**src/rtl/seq_divider.sv**
```systemverilog
// rtl/seq_divider.sv - multi-cycle signed non-restoring divider, Z layout {remainder, quotient}
module seq_divider #(
    parameter int WIDTH = 32
) (
    input  logic               clk,
    input  logic               in_reset,
    input  logic               in_start,
    input  logic [WIDTH-1:0]   in_dividend,
    input  logic [WIDTH-1:0]   in_divisor,
    output logic [2*WIDTH-1:0] out_result,
    output logic               out_busy,
    output logic               out_done,
    output logic               out_div_by_zero
);
    localparam int CW = $clog2(WIDTH);
    localparam logic [CW-1:0] LAST_STEP = CW'(WIDTH - 1);

    typedef enum logic [1:0] {IDLE, RUN, FIX, DONE} state_t;

    state_t          state;
    logic [WIDTH:0]  rem;
    logic [WIDTH-1:0] quo;
    logic [WIDTH-1:0] dvs;
    logic [CW-1:0]   count;
    logic            neg_q;
    logic            neg_r;

    logic [WIDTH:0]   dvs_ext;
    logic [WIDTH:0]   shifted;
    logic [WIDTH:0]   stepped;
    logic [WIDTH-1:0] rem_mag;
    logic [WIDTH-1:0] q_final;
    logic [WIDTH-1:0] r_final;
    logic             dvs_zero;

    function automatic logic [WIDTH-1:0] magnitude(input logic [WIDTH-1:0] v);
        return v[WIDTH-1] ? -v : v;
    endfunction

    assign dvs_ext  = {1'b0, dvs};
    assign shifted  = {rem[WIDTH-1:0], quo[WIDTH-1]};
    assign stepped  = rem[WIDTH] ? shifted + dvs_ext : shifted - dvs_ext;
    assign dvs_zero = (dvs == '0);

    // Final remainder lies in [0, |divisor|), so the low WIDTH bits suffice after restoring.
    assign rem_mag = rem[WIDTH] ? rem[WIDTH-1:0] + dvs : rem[WIDTH-1:0];
    assign r_final = neg_r ? -rem_mag : rem_mag;
    // With a zero divisor every step subtracts nothing, leaving |dividend| in the remainder.
    assign q_final = dvs_zero ? '1 : (neg_q ? -quo : quo);

    always_ff @(posedge clk or posedge in_reset) begin
        if (in_reset) begin
            state           <= IDLE;
            rem             <= '0;
            quo             <= '0;
            dvs             <= '0;
            count           <= '0;
            neg_q           <= 1'b0;
            neg_r           <= 1'b0;
            out_result      <= '0;
            out_busy        <= 1'b0;
            out_done        <= 1'b0;
            out_div_by_zero <= 1'b0;
        end else if (in_start) begin
            neg_q    <= in_dividend[WIDTH-1] ^ in_divisor[WIDTH-1];
            neg_r    <= in_dividend[WIDTH-1];
            quo      <= magnitude(in_dividend);
            dvs      <= magnitude(in_divisor);
            rem      <= '0;
            count    <= '0;
            out_busy <= 1'b1;
            out_done <= 1'b0;
            state    <= RUN;
        end else begin
            case (state)
                RUN: begin
                    rem   <= stepped;
                    quo   <= {quo[WIDTH-2:0], ~stepped[WIDTH]};
                    count <= count + CW'(1);
                    if (count == LAST_STEP) begin
                        state <= FIX;
                    end
                end
                FIX: begin
                    out_result      <= {r_final, q_final};
                    out_div_by_zero <= dvs_zero;
                    out_busy        <= 1'b0;
                    out_done        <= 1'b1;
                    state           <= DONE;
                end
                default: state <= state;
            endcase
        end
    end
endmodule

```
**config.mk**
```make
export PLATFORM = sky130hd
export DESIGN_NAME = seq_divider
export DESIGN_NICKNAME = d
export VERILOG_FILES = /design/src/rtl/seq_divider.sv
export SDC_FILE = /design/constraint.sdc
export NUM_CORES = 1
export LEC_CHECK = 0
export CORE_MARGIN = 1
export CORE_UTILIZATION = 45
export CTS_CLUSTER_DIAMETER = 150
export DETAILED_ROUTE_END_ITERATION = 10
export HOLD_SLACK_MARGIN = 0.12
export PLACE_DENSITY = 0.69
export REMOVE_ABC_BUFFERS = 1
export SYNTH_ARGS = -nofsm -noshare
export SYNTH_HDL_FRONTEND = slang
export SYNTH_SLANG_ARGS = --single-unit
```
**constraint.sdc**
```tcl
create_clock -name clk -period 5.4 [get_ports clk]
set_input_delay 0.54 -clock clk [delete_from_list [all_inputs] [get_ports clk]]
set_output_delay 0.54 -clock clk [all_outputs]
set_load 0.02 [all_outputs]
```
==> results by group <==
Status
  – Run status: finished, final reports clean

Clock network
  – Post-CTS Setup Inserts: 0
  – CTS buffer count: 17
  – CTS tree: built
  – CTS root buffer: clkbuf_16
  – CTS HTree Levels: 4
  – Deepest clock path buffer count: 2
  – Clk slew on worst S/H paths: around 0.07 ns
  – Clock latency on the worst-skew pair: 0.44 ns
  – # resized after CTS: 0
  – Sink Count: 173
  – Number of hold buffers added after CTS: 0

Yosys
  – YS warnings: 0
  – Post-Syn Area: 0.0138 mm2
  – Average size of a mapped cell: ~8 um2
  – Top FF cell, synth: dfrtp_1
  – Seq/Total Area, Yosys: 0.314
  – Netlist cell types: 83
  – Async S/R FF share, synth: 1.00
  – Number of synthesized flops with an enable pin: 0
  – Number of synthesized register bits: between 150 and 200
  – Mapped Cells: roughly 1700

Power and ir drop
  – LEAKAGE: 0.00672 uW
  – P_sw: 3260 uW
  – Clock network power share: 0.172
  – P_int: 3980 uW
  – Design Power: 7240 uW
  – Seq pwr share: 0.252
  – Comb power frac: 0.576
  – Switch share: 0.451
  – Maximum VDD drop: approximately 0.00022 V
  – P per Cell Area: approximately 450 mW/mm2

STA
  – Final setup viols: 0
  – Tmin final: 4.91 ns
  – Max-slew violations: 0
  – Worst-Margin Slew: 1.26 ns
  – RSZ-0062 raised after global routing: false
  – Relative slew slack: 0.155
  – Final Skew: ~0.013 ns
  – FMAX: 204 MHz
  – Total negative slack: 0 ns
  – Period Utilization, post-route: 0.909
  – Final Hold Viols: 0

Final layout
  – Commonest non-fill, non-tap cell in the layout: nand2_1
  – N_diodes: 0
  – Most frequent cells in the layout: 234 x nand2_1, 172 x dfrtp_1, 157 x a21oi_1, 154 x nor2_1
  – Layout Cells excl Fill: 2183
  – Share of layout cells above drive strength 1: 0.0429
  – Post-layout nets: between 1500 and 2000
  – Area delta synth->final: 16.0%
  – Final core utilization: 0.535

Place
  – Dpl cells: between 2000 and 2500
  – Final GP Congestion: 0.924
  – # port buffers: 133
  – DP HPWL: 26800 um

Critical path
  – Critical path origin: dvs[2]
  – Startpoint types: flip-flop
  – Worst r2r src: dvs[2]
  – WP data required: 5.76 ns
  – Critical path class: reg -> reg
  – CP Capture Point: rem[32]
  – Arrival time at the worst endpoint: 5.27 ns
  – CP max FO: 6
  – Worst reg2reg setup slack: 0.49 ns
  – Endpoint type of the worst setup path: flip-flop
  – Reg2reg end: rem[32]
  – FF-to-FF path depth: 15

Detailed routing
  – Detailed Route WL: roughly 36000 um
  – Via count: 12400
  – WL/cell: 16.3 um
  – DRT antenna net count: 0
  – Iteration-0 DRC Markers: 914
  – Drt pass-1 iters: 5
  – DRC viols: 0
  – DR vias/cell: 5.69

Floorplanning
  – Die height: 177 um
  – Die Wd: 177 um
  – Core area: ~0.030 mm2
  – Die footprint: between 0.03 and 0.04 mm2
  – Rows: between 60 and 70
  – I/O Pins: 134
  – Initial core utilization: 0.461

Global route
  – Overall global routing resource usage: 0.232
  – Initial antenna violation count: 0
  – Largest net degree at the start of global routing: 114
  – Number of global-route vias before repair: about 12000
  – First-pass GRT wire length: 58800 um
  – GRT Residual Overflow: 0

Hold path
  – Hold Crit Class: reg -> reg

Run
  – Max-cap viol count: 0
[kinds of logic after synthesis]
group / after synthesis / synth area share
adder cells (fa/ha/maj): 72 / 0.0665
XOR/XNOR: 189 / 0.120
AND/OR/NAND/NOR: 594 / 0.202
AO/OA/AOI/OAI: 499 / 0.226
flip-flops: 173 / 0.314
buffers and inverters: 123 / 0.0337
multiplexers: 49 / 0.0369
[critical path, stage by stage (launching register included)]
cell       delay (ns)
dfrtp_1          0.45
nor3_1           0.45
nand4_1          0.24
o41ai_1          0.35
xnor2_1          0.18
ha_1             0.31
a2111oi_0        0.42
o21ai_1          0.17
a221oi_1         0.25
o21ai_1          0.18
a311o_1          0.40
a221o_1          0.39
a31oi_1          0.26
nand2b_1         0.11
a2111oi_1        0.44
a21boi_1         0.22
[cell type report]
| cell class | count | area, um2 |
|---|---|---|
| clock inverters | 9 | 111 |
| flip-flops and latches | 173 | 4330 |
| fillers | 2819 | 13900 |
| well taps | 390 | 488 |
| multi-input cells | 1403 | 8990 |
| clock buffers | 23 | 478 |
| inverters | 40 | 155 |
| repair buffers | 145 | 1420 |
[cell usage after synthesis, types with 10 or more instances]
cell,count,area share
o21ai_1,24,0.0087
or4_1,18,0.0098
o21ai_0,132,0.048
o31ai_1,34,0.019
a21o_1,27,0.015
nor4_1,14,0.0064
or3_1,11,0.0050
o41ai_1,15,0.0095
a211oi_1,14,0.0076
nand4_1,15,0.0068
nand3_1,26,0.0094
nand2_1,234,0.064
xor2_1,96,0.061
and3_1,12,0.0055
nor2_1,156,0.043
ha_1,70,0.064
nor3_1,34,0.012
a21oi_1,157,0.057
inv_1,39,0.011
clkbuf_1,71,0.019
nand2b_1,22,0.010
xnor2_1,93,0.059
nor2b_1,11,0.0050
mux2i_1,40,0.029
dfrtp_1,173,0.31
buf_1,10,0.0027
[registers in the layout (all words and copies together), names as in the netlist]
| name | cells |
|---|---|
| neg_q | 1 |
| out_div_by_zero | 1 |
| neg_r | 1 |
| rem | 33 |
| state | 2 |
| quo | 32 |
| dvs | 32 |
| out_done | 1 |
| out_busy | 1 |
| out_result | 64 |
| count | 5 |
[metrics by stage]
step	instance area, um2	hold WS [ns]	setup WS, ns
2_1_floorplan	13500	0.491	0.132
3_3_place_gp	15400	0.456	0.646
3_5_place_dp	15400	0.458	0.460
4_1_cts	16000	0.474	0.436
5_1_grt	16000	0.488	0.00892
6_report	16000	0.464	0.494
[routing by layer]
layer	vias to the layer above	part of all wire	global-route usage
met3	46	0.049	0.0365
met2	294	0.45	0.366
met4	0	0.016	0.0661
li1	6244	-	-
met5	-	0	0
met1	5845	0.49	0.328
[power by group through the flow]
stage                     Combinational (uW)  Clock (uW)  Sequential (uW)
after floorplan                         3210           0             1760
after global placement                  4050           0             1830
after detailed placement                4100           0             1830
after CTS                               4130        1280             1810
after global routing                    4660        1330             1850
final                                   4170        1250             1820
[worst min-delay path by stage]
stage | to | cells after the start | start | slack (ns)
finish | out_result[42] | 2 | out_result[42] | 0.46
global route | out_busy | 1 | out_busy | 0.49
CTS | out_result[42] | 2 | out_result[42] | 0.47
detailed placement | out_result[42] | 2 | out_result[42] | 0.46
global placement | out_result[42] | 2 | out_result[42] | 0.46
floorplan | state[0] | 2 | state[1] | 0.49
(Power assumes the default switching activity.)
